--- config.mk ---
export PLATFORM = sky130hd
export DESIGN_NAME = vga_timing_gen
export DESIGN_NICKNAME = d
export VERILOG_FILES = /design/src/rtl/vga_pkg.sv /design/src/rtl/vga_axis_counter.sv /design/src/rtl/vga_timing_gen.sv
export SDC_FILE = /design/constraint.sdc
export NUM_CORES = 1
export LEC_CHECK = 0
export ABC_AREA = 1
export BUFFER_PORTS_ARGS = -buffer_cell sky130_fd_sc_hd__buf_4
export CORE_MARGIN = 5
export CORE_UTILIZATION = 35
export DETAILED_ROUTE_END_ITERATION = 10
export GPL_TIMING_DRIVEN = 1
export PLACE_DENSITY_LB_ADDON = 0.05
export SETUP_SLACK_MARGIN = 0.5
export SKIP_CTS_REPAIR_TIMING = 1
export SYNTH_ARGS = -nofsm -noshare
export SYNTH_HDL_FRONTEND = slang
export SYNTH_HIERARCHICAL = 1
export SYNTH_SLANG_ARGS = --single-unit
export TNS_END_PERCENT = 5
--- constraint.sdc ---
create_clock -name clock -period 2.4 [get_ports clock]
set_clock_uncertainty 0.15 [all_clocks]
set_input_delay 0.48 -clock clock [delete_from_list [all_inputs] [get_ports clock]]
set_output_delay 0.48 -clock clock [all_outputs]
set_load 0.03 [all_outputs]
--- src/rtl/vga_pkg.sv ---
// Shared raster constants and phase encoding for the VGA timing path.
package vga_pkg;

    localparam int unsigned CNT_W = 10;

    localparam int unsigned VGA_H_ACTIVE = 640;
    localparam int unsigned VGA_H_FRONT  = 16;
    localparam int unsigned VGA_H_SYNC   = 96;
    localparam int unsigned VGA_H_BACK   = 48;
    localparam int unsigned VGA_H_TOTAL  = VGA_H_ACTIVE + VGA_H_FRONT + VGA_H_SYNC + VGA_H_BACK;

    localparam int unsigned VGA_V_ACTIVE = 480;
    localparam int unsigned VGA_V_FRONT  = 10;
    localparam int unsigned VGA_V_SYNC   = 2;
    localparam int unsigned VGA_V_BACK   = 33;
    localparam int unsigned VGA_V_TOTAL  = VGA_V_ACTIVE + VGA_V_FRONT + VGA_V_SYNC + VGA_V_BACK;

    typedef enum logic [1:0] {
        PH_ACTIVE,
        PH_FRONT,
        PH_SYNC,
        PH_BACK
    } phase_t;

    // Region a count falls in, from plain comparisons against the region bounds.
    function automatic phase_t phase_of(input logic [CNT_W-1:0] count,
                                        input int unsigned active,
                                        input int unsigned front,
                                        input int unsigned sync);
        int unsigned c;
        c = 32'(count);
        if (c < active)                return PH_ACTIVE;
        if (c < active + front)        return PH_FRONT;
        if (c < active + front + sync) return PH_SYNC;
        return PH_BACK;
    endfunction

endpackage

--- src/rtl/vga_axis_counter.sv ---
// One raster axis: position counter plus region-tracking phase FSM, both advanced on step.
module vga_axis_counter
    import vga_pkg::*;
#(
    parameter int unsigned ACTIVE = VGA_H_ACTIVE,
    parameter int unsigned FRONT  = VGA_H_FRONT,
    parameter int unsigned SYNC   = VGA_H_SYNC,
    parameter int unsigned BACK   = VGA_H_BACK
) (
    input  logic             clock,
    input  logic             reset,
    input  logic             step,
    output logic [CNT_W-1:0] count,
    output phase_t           phase,
    output logic             wrap,
    output phase_t           phase_nxt_c
);

    localparam logic [CNT_W-1:0] ACT_END   = CNT_W'(ACTIVE - 1);
    localparam logic [CNT_W-1:0] FRONT_END = CNT_W'(ACTIVE + FRONT - 1);
    localparam logic [CNT_W-1:0] SYNC_END  = CNT_W'(ACTIVE + FRONT + SYNC - 1);
    localparam logic [CNT_W-1:0] LAST      = CNT_W'(ACTIVE + FRONT + SYNC + BACK - 1);

    logic [CNT_W-1:0] r_count;
    logic [CNT_W-1:0] w_count_nxt;
    phase_t           r_phase;
    phase_t           w_phase_nxt;

    assign wrap = (r_count == LAST);

    always_ff @(posedge clock) begin
        if (reset) begin
            r_count <= '0;
            r_phase <= PH_ACTIVE;
        end else begin
            r_count <= w_count_nxt;
            r_phase <= w_phase_nxt;
        end
    end

    // Phase advances on the step that leaves the last position of its region.
    always_comb begin
        w_count_nxt = r_count;
        w_phase_nxt = r_phase;
        if (step) begin
            w_count_nxt = wrap ? '0 : r_count + CNT_W'(1);
            case (r_phase)
                PH_ACTIVE: if (r_count == ACT_END)   w_phase_nxt = PH_FRONT;
                PH_FRONT:  if (r_count == FRONT_END) w_phase_nxt = PH_SYNC;
                PH_SYNC:   if (r_count == SYNC_END)  w_phase_nxt = PH_BACK;
                PH_BACK:   if (wrap)                 w_phase_nxt = PH_ACTIVE;
                default:   if (wrap)                 w_phase_nxt = PH_ACTIVE;
            endcase
        end
    end

    assign count       = r_count;
    assign phase       = r_phase;
    assign phase_nxt_c = w_phase_nxt;

endmodule

--- src/rtl/vga_timing_gen.sv ---
// Raster timing source: pixel-rate divider, h/v axis counters, registered decode
// and a per-clock delay line that lines hsync/vsync up with downstream colour.
module vga_timing_gen
    import vga_pkg::*;
#(
    parameter int unsigned CLK_DIV    = 2,
    parameter int unsigned H_ACTIVE   = VGA_H_ACTIVE,
    parameter int unsigned H_FRONT    = VGA_H_FRONT,
    parameter int unsigned H_SYNC     = VGA_H_SYNC,
    parameter int unsigned H_BACK     = VGA_H_BACK,
    parameter int unsigned V_ACTIVE   = VGA_V_ACTIVE,
    parameter int unsigned V_FRONT    = VGA_V_FRONT,
    parameter int unsigned V_SYNC     = VGA_V_SYNC,
    parameter int unsigned V_BACK     = VGA_V_BACK,
    parameter logic        SYNC_POL   = 1'b0,
    parameter int unsigned SYNC_DELAY = 1
) (
    input  logic             clock,
    input  logic             reset,
    output logic [CNT_W-1:0] hcount,
    output logic [CNT_W-1:0] vcount,
    output logic             enable,
    output logic             pixel_tick,
    output logic             line_start,
    output logic             frame_start,
    output logic             hsync,
    output logic             vsync
);

    localparam int unsigned      DIV_W    = (CLK_DIV > 1) ? $clog2(CLK_DIV) : 1;
    localparam logic [DIV_W-1:0] DIV_LAST = DIV_W'(CLK_DIV - 1);

    logic [DIV_W-1:0] r_div_cnt;
    logic [DIV_W-1:0] w_div_nxt;
    logic             w_tick;
    logic             w_v_step;
    logic             w_h_wrap;
    logic             w_v_wrap;
    phase_t           w_h_phase;
    phase_t           w_v_phase;
    phase_t           w_h_phase_nxt;
    phase_t           w_v_phase_nxt;

    logic r_pixel_tick;
    logic r_line_start;
    logic r_frame_start;
    logic r_enable;
    logic r_hsync_raw;
    logic r_vsync_raw;

    assign w_tick    = (r_div_cnt == DIV_LAST);
    assign w_div_nxt = w_tick ? '0 : r_div_cnt + DIV_W'(1);
    assign w_v_step  = w_tick & w_h_wrap;

    vga_axis_counter #(
        .ACTIVE(H_ACTIVE), .FRONT(H_FRONT), .SYNC(H_SYNC), .BACK(H_BACK)
    ) u_h_axis (
        .clock      (clock),
        .reset      (reset),
        .step       (w_tick),
        .count      (hcount),
        .phase      (w_h_phase),
        .wrap       (w_h_wrap),
        .phase_nxt_c(w_h_phase_nxt)
    );

    vga_axis_counter #(
        .ACTIVE(V_ACTIVE), .FRONT(V_FRONT), .SYNC(V_SYNC), .BACK(V_BACK)
    ) u_v_axis (
        .clock      (clock),
        .reset      (reset),
        .step       (w_v_step),
        .count      (vcount),
        .phase      (w_v_phase),
        .wrap       (w_v_wrap),
        .phase_nxt_c(w_v_phase_nxt)
    );

    // Decode from next-state phases so every flag lands alongside the counts it describes.
    always_ff @(posedge clock) begin
        if (reset) begin
            r_div_cnt     <= '0;
            r_pixel_tick  <= 1'b0;
            r_line_start  <= 1'b0;
            r_frame_start <= 1'b0;
            r_enable      <= 1'b0;
            r_hsync_raw   <= ~SYNC_POL;
            r_vsync_raw   <= ~SYNC_POL;
        end else begin
            r_div_cnt     <= w_div_nxt;
            r_pixel_tick  <= (w_div_nxt == DIV_LAST);
            r_line_start  <= w_tick & w_h_wrap;
            r_frame_start <= w_v_step & w_v_wrap;
            r_enable      <= (w_h_phase_nxt == PH_ACTIVE) && (w_v_phase_nxt == PH_ACTIVE);
            r_hsync_raw   <= (w_h_phase_nxt == PH_SYNC) ? SYNC_POL : ~SYNC_POL;
            r_vsync_raw   <= (w_v_phase_nxt == PH_SYNC) ? SYNC_POL : ~SYNC_POL;
        end
    end

    generate
        if (SYNC_DELAY == 0) begin : g_no_dly
            assign hsync = r_hsync_raw;
            assign vsync = r_vsync_raw;
        end else begin : g_dly
            logic [SYNC_DELAY-1:0] r_hs_dly;
            logic [SYNC_DELAY-1:0] r_vs_dly;

            // Shifts every clock, not every tick, so the delay is in system clocks.
            always_ff @(posedge clock) begin
                if (reset) begin
                    r_hs_dly <= {SYNC_DELAY{~SYNC_POL}};
                    r_vs_dly <= {SYNC_DELAY{~SYNC_POL}};
                end else begin
                    r_hs_dly <= SYNC_DELAY'({r_hs_dly, r_hsync_raw});
                    r_vs_dly <= SYNC_DELAY'({r_vs_dly, r_vsync_raw});
                end
            end

            assign hsync = r_hs_dly[SYNC_DELAY-1];
            assign vsync = r_vs_dly[SYNC_DELAY-1];
        end
    endgenerate

    assign pixel_tick  = r_pixel_tick;
    assign line_start  = r_line_start;
    assign frame_start = r_frame_start;
    assign enable      = r_enable;

    a_h_phase: assert property (@(posedge clock) disable iff (reset)
        w_h_phase == phase_of(hcount, H_ACTIVE, H_FRONT, H_SYNC));
    a_v_phase: assert property (@(posedge clock) disable iff (reset)
        w_v_phase == phase_of(vcount, V_ACTIVE, V_FRONT, V_SYNC));

endmodule

==> out/metrics.yaml, run 1 <==
status: "completed"
cts_max_level: 2
synth_seq_cells: 32
fmax_mhz: 525
clock_sinks: 32
grt_overflow: 0
core_area_um2: 4660
num_vias: 1507
grt_pass1_vias: 1404
tritoncts: "built"
worstMarginPinSlew_ns: 0.318
insertion_delay_ns: 0.29
synth.yosys.warnings: 6
ios: 28
diodes: 0
wl_um: 3740
via_per_inst: 4.53
critPathMaxFanout: 5
path_class: "reg2reg"
max_slew_margin_pct: 78.8
drtIter0Drc: 55
hp-class: "reg2reg"
synth.avg_cell_area_um2: 6.98
max_cap_viol_count: 0
area_growth_pct: 31.7
setup_viol: 0
die_area_um2: 6180
finalSetupTns_ns: 0
dpl.hpwl_um: 2700
grt_max_degree: 18
wl_met2_um: 1820
crit_arrival_ns: 1.94
clock_path_buffers: 2
layout_common_cells: "nand2_1 (43), buf_4 (39), nor2_1 (37), inv_1 (37), dfxtp_1 (22)"
syn_inst: 236
final_cells: 333
rsz0062_at_grt: "true"
period_minus_slack_ns: 1.90
post-layout-total-power_mw: 0.994
critPathLaunchType: "flop"
power.density_nw_per_um2: 458
grt_pass1_wl_um: 6310
hold_violations: 0
ir_worst_vdd_uv: 334
fin_crit_sh_pct: 79.3
clk_pin_slew_ns: 0.07
postRouteAntennaNets: 0
yosys.cell_types.count: 29
layout.cells.most_common: "nand2_1"
rows: 25
finalMaxSlewViolations: 0
die_y_um: 78.6
dr_wl_met3_um: 163
start_util_pct: 35.4
port-buffer-count: 27
die_w_um: 78.6
cts_made_buffers: 5
wl_met1_um: 1670
post_drt_wl_per_cell_um: 11.2
antenna_found_initial: 0
first_pass_iters: 6
endpoint_kind: "flop"
synth_seq_area_share_pct: 38.9
cts-root-buf: "clkbuf_8"
final_nets: 284
syn_nets: 242
drc: 0
cp_data_required_time_ns: 2.43
top_layer_used: "met4"
p_leak_nw: 0.978
place.gp.congestion: 0.762
gr-usage-all-layers_pct: 13.1
drive_gt1_share_pct: 31.2
synth_area_um2: 1650
dp.cells: 314
-- cells by family (layout without fill, tap and decap cells) --
logic type | after synthesis | after routing | synth area share (%)
multiplexers | 1 | 1 | 0.607
AND/OR/NAND/NOR | 134 | 134 | 37.7
flip-flops | 32 | 32 | 38.9
AO/OA/AOI/OAI | 15 | 15 | 5.32
buffers and inverters | 44 | 87 | 11.2
adder cells (fa/ha/maj) | 4 | 4 | 3.04
XOR/XNOR | 6 | 6 | 3.19
-- critical path, cell delays in order, from the launching register on --
cell	delay, ns
dfxtp_4	0.37
nor2_4	0.16
nand3_4	0.10
nor2_4	0.13
nand2_4	0.07
inv_4	0.07
buf_4	0.12
nand2_2	0.06
nor2_4	0.12
nand3_2	0.10
nor2_2	0.16
nand3_1	0.08
nand2_1	0.06
nor2_1	0.04
-- final cells by class --
| cell class | instances | area (um^2) |
|---|---|---|
| timing repair buffer | 39 | 293 |
| sequential | 32 | 668 |
| multi-input combinational | 160 | 907 |
| clock buffer | 7 | 76.3 |
| fill | 461 | 2490 |
| inverter | 40 | 153 |
| tap | 54 | 67.6 |
| clock inverter | 1 | 5.00 |
-- state kept, by name, summed over array words and instances, names as in the netlist --
name and count:
pixel_tick 1, u_v_axis/phase 2, r_vsync_raw 1, frame_start 1
u_h_axis/count 10, hsync 1, r_hsync_raw 1, u_h_axis/phase 2
line_start 1, vsync 1, u_v_axis/count 10, enable 1
-- worst paths after layout --
| path | slack (ns) | end | depth (start not counted) | startpoint |
|---|---|---|---|---|
| worst min-delay path | 0.25 | hsync$_SDFF_PP1_ | 1 | r_hsync_raw$_SDFF_PP1_ |
| worst max register to register | 0.50 | u_v_axis/count[9]$_SDFFE_PP0P_ | 13 | u_h_axis/count[6]$_SDFFE_PP0P_ |
| worst max-delay path | 0.50 | u_v_axis/count[9]$_SDFFE_PP0P_ | 13 | u_h_axis/count[6]$_SDFFE_PP0P_ |
| worst min register to register | 0.25 | hsync$_SDFF_PP1_ | 1 | r_hsync_raw$_SDFF_PP1_ |
-- through the flow --
step                      instance area (um^2)  worst slack [ns]  hold WS [ns]  util [%]
after floorplan                           1690             0.472         0.233         -
after global placement                    1940             0.330         0.235      41.5
after detailed placement                  1940             0.328         0.239      41.5
after CTS                                 2020             0.278         0.255      43.3
after global routing                      2170             0.364         0.282      46.6
final                                     2170             0.496         0.253      46.6
-- cell usage after synthesis --
library cell / count / area (um^2)
buf_2: 1 / 5.00
nor2_4: 3 / 33.8
nand4_1: 5 / 31.3
nor2_2: 6 / 37.5
nand2_1: 46 / 173
a31oi_1: 1 / 6.26
o31ai_1: 1 / 7.51
nand3_2: 1 / 10.0
dfxtp_1: 32 / 641
o21ai_1: 2 / 10.0
o21bai_2: 1 / 11.3
o21bai_1: 1 / 7.51
o21ai_0: 3 / 15.0
xnor2_1: 1 / 8.76
a21oi_1: 6 / 30.0
buf_4: 1 / 7.51
ha_1: 4 / 50.1
nand2_2: 6 / 37.5
nor3_1: 4 / 20.0
or2_1: 2 / 12.5
xor2_1: 5 / 43.8
inv_1: 40 / 150
nor2_1: 41 / 154
nor3b_2: 1 / 12.5
nor3b_1: 1 / 7.51
mux2i_1: 1 / 10.0
nand3b_1: 1 / 7.51
nand3_1: 17 / 85.1
buf_6: 2 / 22.5
-- metal layers --
metal,up-vias,track usage (%)
met3,9,3.78
met4,0,6.82
met5,-,0
met2,28,21.8
li1,808,-
met1,662,15.1
-- report_power, final --
| group | leakage (nW) | switching [mW] | internal (mW) |
|---|---|---|---|
| Clock | 0.0422 | 0.198 | 0.203 |
| Combinational | 0.670 | 0.0350 | 0.0203 |
| Sequential | 0.266 | 0.00556 | 0.532 |
| Total | 0.978 | 0.239 | 0.755 |
Note: power is estimated with default switching activity, not from simulation.
==> run 2: changes to the inputs <==
ABC_AREA = 0   (was 1)
clock period = 1.72 ns   (was 2.4 ns; I/O delays follow)
==> out/metrics.yaml, run 2 <==
power.density_nw_per_um2: 595
path_class: "reg2reg"
max_slew_margin_pct: 76.1
rsz0062_at_grt: "true"
violations: "setup timing"
synth-edff-count: 0
yosysTopAreaCell: "dfxtp_1"
ys_async_sr_fraction_pct: 0
synth.avg_cell_area_um2: 9.22
gr-usage-all-layers_pct: 14.2
max_cap_viol_count: 0
critPathMaxFanout: 4
num_vias: 1511
synth_seq_cells: 32
cts_max_level: 2
postRouteAntennaNets: 0
diodes: 0
via_per_inst: 5.14
seqPwrFrac_pct: 51.3
post_drt_wl_per_cell_um: 14.2
clock_sinks: 32
clk_pin_slew_ns: 0.06
first_pass_iters: 4
finalMaxSlewViolations: 0
grt_overflow: 0
combPwrFrac_pct: 6.8
synth_seq_area_share_pct: 40.4
synth_area_leaders: "dfxtp_1 (40%), nor2_1 (4.7%), xnor2_1 (3.9%)"
grt_pass1_vias: 1443
hold_violations: 0
syn_nets: 178
drc: 0
status: "finished with violations"
worstMarginPinSlew_ns: 0.355
wl_um: 4170
yosys.cell_types.count: 51
synth.most_common_cell: "dfxtp_1"
insertion_delay_ns: 0.28
crit_arrival_ns: 2.11
final_cells: 294
max_stage_delay_ns: 0.42
place.gp.congestion: 0.773
internal_power_mw: 1.15
setup_ws_ns: -0.347
slowest_stage: "or3_1"
start_util_pct: 36.2
ios: 28
switching_share_pct: 21.4
ys_top_cells_by_count: "dfxtp_1 (32), nor2_1 (20), nand2_1 (13)"
cts_made_buffers: 5
critPathLaunchType: "flop"
synthDominantCellAreaShare_pct: 40.4
clock_path_buffers: 2
fin_crit_sh_pct: 120
dp.cells: 285
cts-root-buf: "clkbuf_8"
core_area_um2: 4380
drtIter0Drc: 43
crit_chain: "or3b_4 -> o41a_1 -> or3_1 -> nor4b_4"
die_area_um2: 5980
drive_gt1_share_pct: 47.1
layout_common_cells: "buf_4 (45), buf_6 (25), nor2_1 (19), dfxtp_1 (16), nand2_1 (11)"
die_w_um: 77.3
tritoncts: "built"
p_clk_share_pct: 41.9
final_nets: 248
antenna_found_initial: 0
syn_inst: 172
area_growth_pct: 54.6
rows: 24
layout.cells.most_common: "buf_4"
switching_power_mw: 0.312
die_y_um: 77.3
endpoint_kind: "flop"
cp_data_required_time_ns: 1.77
synth_ff_type: "dfxtp_1"
port-buffer-count: 27
grt_max_degree: 17
fmax_mhz: 484
period_minus_slack_ns: 2.07
grt_pass1_wl_um: 6980
ir_worst_vdd_uv: 393
p_leak_nw: 1.03
finalSetupTns_ns: -2.54
dpl.hpwl_um: 3070
hp-class: "in2reg"
synth_area_um2: 1590
synth.yosys.warnings: 6
setup_viol: 15
## run 2: metal layers
layer  routed length (um)  part of all wire [%]  up-vias  global-route usage [%]
li1                     -                     -      755                       -
met1                 2020                    49      716                    19.6
met2                 1880                    45       33                    21.0
met3                  206                   4.9        7                    3.86
met4                   60                   1.4        0                    5.33
met5                    0                     0        -                       0
## run 2: cell families after synthesis
| logic type | synth area share (%) |
|---|---|
| AO/OA/AOI/OAI | 11.2 |
| XOR/XNOR | 7.18 |
| adder cells (fa/ha/maj) | 3.15 |
| buffers and inverters | 5.13 |
| flip-flops | 40.4 |
| multiplexers | 1.26 |
| AND/OR/NAND/NOR | 31.7 |
## run 2: through the flow
step                      hold slack, ns  util [%]  setup WS, ns  power, mW  cell area, um^2
after global routing               0.222      55.9        -0.446       1.53             2450
after global placement             0.240      49.0        -0.387      0.850             2150
after detailed placement           0.239      49.0        -0.433      0.850             2150
after floorplan                    0.233         -        -0.551      0.809             1640
final                              0.202      55.9        -0.347       1.46             2450
after CTS                          0.204      51.2        -0.455       1.48             2250
## run 2: worst max-delay path, delay by kind of cell (launching register included)
family / cells / cell delay, ns
flip-flops: 1 / 0.34
AND/OR/NAND/NOR: 3 / 1.10
AO/OA/AOI/OAI: 1 / 0.40
## run 2: path summary, 6_finish.rpt
path,start,slack [ns],to,depth (start not counted)
worst min-delay path,reset,0.20,pixel_tick$_SDFF_PP0_,2
worst max-delay path,u_h_axis/count[6]$_SDFFE_PP0P_,-0.35,enable$_SDFF_PP0_,4
worst max register to register,u_h_axis/count[6]$_SDFFE_PP0P_,-0.35,enable$_SDFF_PP0_,4
worst min register to register,r_hsync_raw$_SDFF_PP1_,0.25,hsync$_SDFF_PP1_,1
## run 2: power by group through the flow
stage	logic (mW)	clock network, mW	registers [mW]
after floorplan	0.0251	0	0.784
after global placement	0.0853	0	0.764
after detailed placement	0.0853	0	0.764
after CTS	0.0862	0.644	0.748
after global routing	0.107	0.671	0.748
final	0.0992	0.611	0.748
## run 2: final cells by class
class / instances / area (um^2)
clock buffers: 7 / 96.3
inverters: 7 / 26.3
fillers: 392 / 1930
well taps: 52 / 65.1
repair buffers: 70 / 619
flip-flops and latches: 32 / 676
multi-input cells: 126 / 970
==> run 3: changes to the inputs <==
SETUP_SLACK_MARGIN = 0.02   (was 0.5)
clock period = 2.5 ns   (was 1.72 ns; I/O delays follow)
==> out/metrics.yaml, run 3 (synthesized netlist as in run 2, its figures left out) <==
status: "completed"
insertion_delay_ns: 0.28
rows: 24
layout_common_cells: "buf_4 (34), dfxtp_1 (27), nor2_1 (20), nand2_1 (13), nand4_1 (9)"
critPathMaxFanout: 8
reg2reg_depth: 9
finalSetupTns_ns: 0
rsz0062_at_grt: "false"
fmax_mhz: 437
power.density_nw_per_um2: 503
grt_pass1_wl_um: 6360
layout.cells.most_common: "buf_4"
path_class: "reg2reg"
fin_crit_sh_pct: 91.6
area_growth_pct: 23.7
die_area_um2: 5980
postRouteAntennaNets: 0
diodes: 0
worstMarginPinSlew_ns: 0.686
drtIter0Drc: 90
timing.rr.end: "r_vsync_raw$_SDFF_PP1_"
max_cap_viol_count: 0
hold_violations: 0
die_w_um: 77.3
place.gp.congestion: 0.844
gr-usage-all-layers_pct: 13.0
placed_cell_area_um2: 1860
clock_sinks: 32
drc: 0
final_nets: 212
cts_max_level: 2
ir_worst_vdd_uv: 265
start_util_pct: 36.2
port-buffer-count: 27
wl_um: 3680
rr_startpoint: "u_h_axis/count[5]$_SDFFE_PP0P_"
setup_viol: 0
finalMaxSlewViolations: 0
reg2reg_setup_slack_ns: 0.21
endpoint_kind: "flop"
num_vias: 1348
clk_pin_slew_ns: 0.07
grt_max_degree: 17
clock_path_buffers: 2
crit_arrival_ns: 2.37
post_drt_wl_per_cell_um: 14.2
dpl.hpwl_um: 2680
die_y_um: 77.3
period_minus_slack_ns: 2.29
cp_data_required_time_ns: 2.58
critPathLaunchType: "flop"
min_from: "r_vsync_raw$_SDFF_PP1_"
hold_end: "vsync$_SDFF_PP1_"
first_pass_iters: 4
hold_depth: 1
via_per_inst: 5.20
cts_made_buffers: 5
max_slew_margin_pct: 53.7
fin_area_um2: 1960
ios: 28
drive_gt1_share_pct: 27.1
grt_overflow: 0
fin_util_pct: 44.7
tritoncts: "built"
core_area_um2: 4380
grt_pass1_vias: 1287
hp-class: "reg2reg"
post-layout-total-power_mw: 0.986
cts-root-buf: "clkbuf_8"
p_leak_nw: 0.732
antenna_found_initial: 0
## run 3: cell type report
class / instances / area, um^2
tap: 52 / 65.1
multi-input combinational: 126 / 870
clock inverter: 2 / 13.8
timing repair buffer: 34 / 255
clock buffer: 6 / 82.6
inverter: 7 / 26.3
sequential: 32 / 649
fill: 433 / 2420
## run 3: how the worst max path moves through the flow
| stage | startpoint | cells past startpoint | slack (ns) | endpoint |
|---|---|---|---|---|
| 6_report | u_h_axis/count[5]$_SDFFE_PP0P_ | 9 | 0.21 | r_vsync_raw$_SDFF_PP1_ |
| 3_5_place_dp | u_h_axis/count[5]$_SDFFE_PP0P_ | 9 | 0.16 | enable$_SDFF_PP0_ |
| 3_3_place_gp | u_h_axis/count[5]$_SDFFE_PP0P_ | 10 | 0.20 | r_vsync_raw$_SDFF_PP1_ |
| 4_1_cts | u_h_axis/count[5]$_SDFFE_PP0P_ | 9 | 0.14 | enable$_SDFF_PP0_ |
| 5_1_grt | u_h_axis/count[5]$_SDFFE_PP0P_ | 9 | 0.04 | r_vsync_raw$_SDFF_PP1_ |
| 2_1_floorplan | u_h_axis/count[5]$_SDFFE_PP0P_ | 11 | 0.06 | enable$_SDFF_PP0_ |
## run 3: routing by layer
metal | track usage [%] | vias to the layer above | part of all wire, %
li1 | - | 686 | -
met1 | 17.8 | 635 | 52
met2 | 19.0 | 22 | 42
met3 | 4.92 | 5 | 4.8
met4 | 3.61 | 0 | 1.1
met5 | 0 | - | 0
## run 3: power by group
group	internal [mW]	switching, mW
sequential	0.514	0.00587
combinational	0.0177	0.0281
clock	0.223	0.197
total	0.755	0.231
## run 3: per-stage QoR
| stage | hold WS, ns | instances | setup slack [ns] |
|---|---|---|---|
| floorplan | 0.233 | 172 | 0.0633 |
| global placement | 0.242 | 251 | 0.203 |
| detailed placement | 0.239 | 251 | 0.158 |
| CTS | 0.256 | 259 | 0.139 |
| global route | 0.277 | 259 | 0.0357 |
| finish | 0.253 | 259 | 0.210 |
## run 3: worst max-delay path, stage by stage, from the launching register on
cell	delay, ns
dfxtp_2	0.35
or3b_1	0.41
nor3_1	0.18
nand2_1	0.12
inv_1	0.13
nand3_1	0.17
o41ai_2	0.38
and3_4	0.25
nor2_1	0.05
nand2_1	0.05
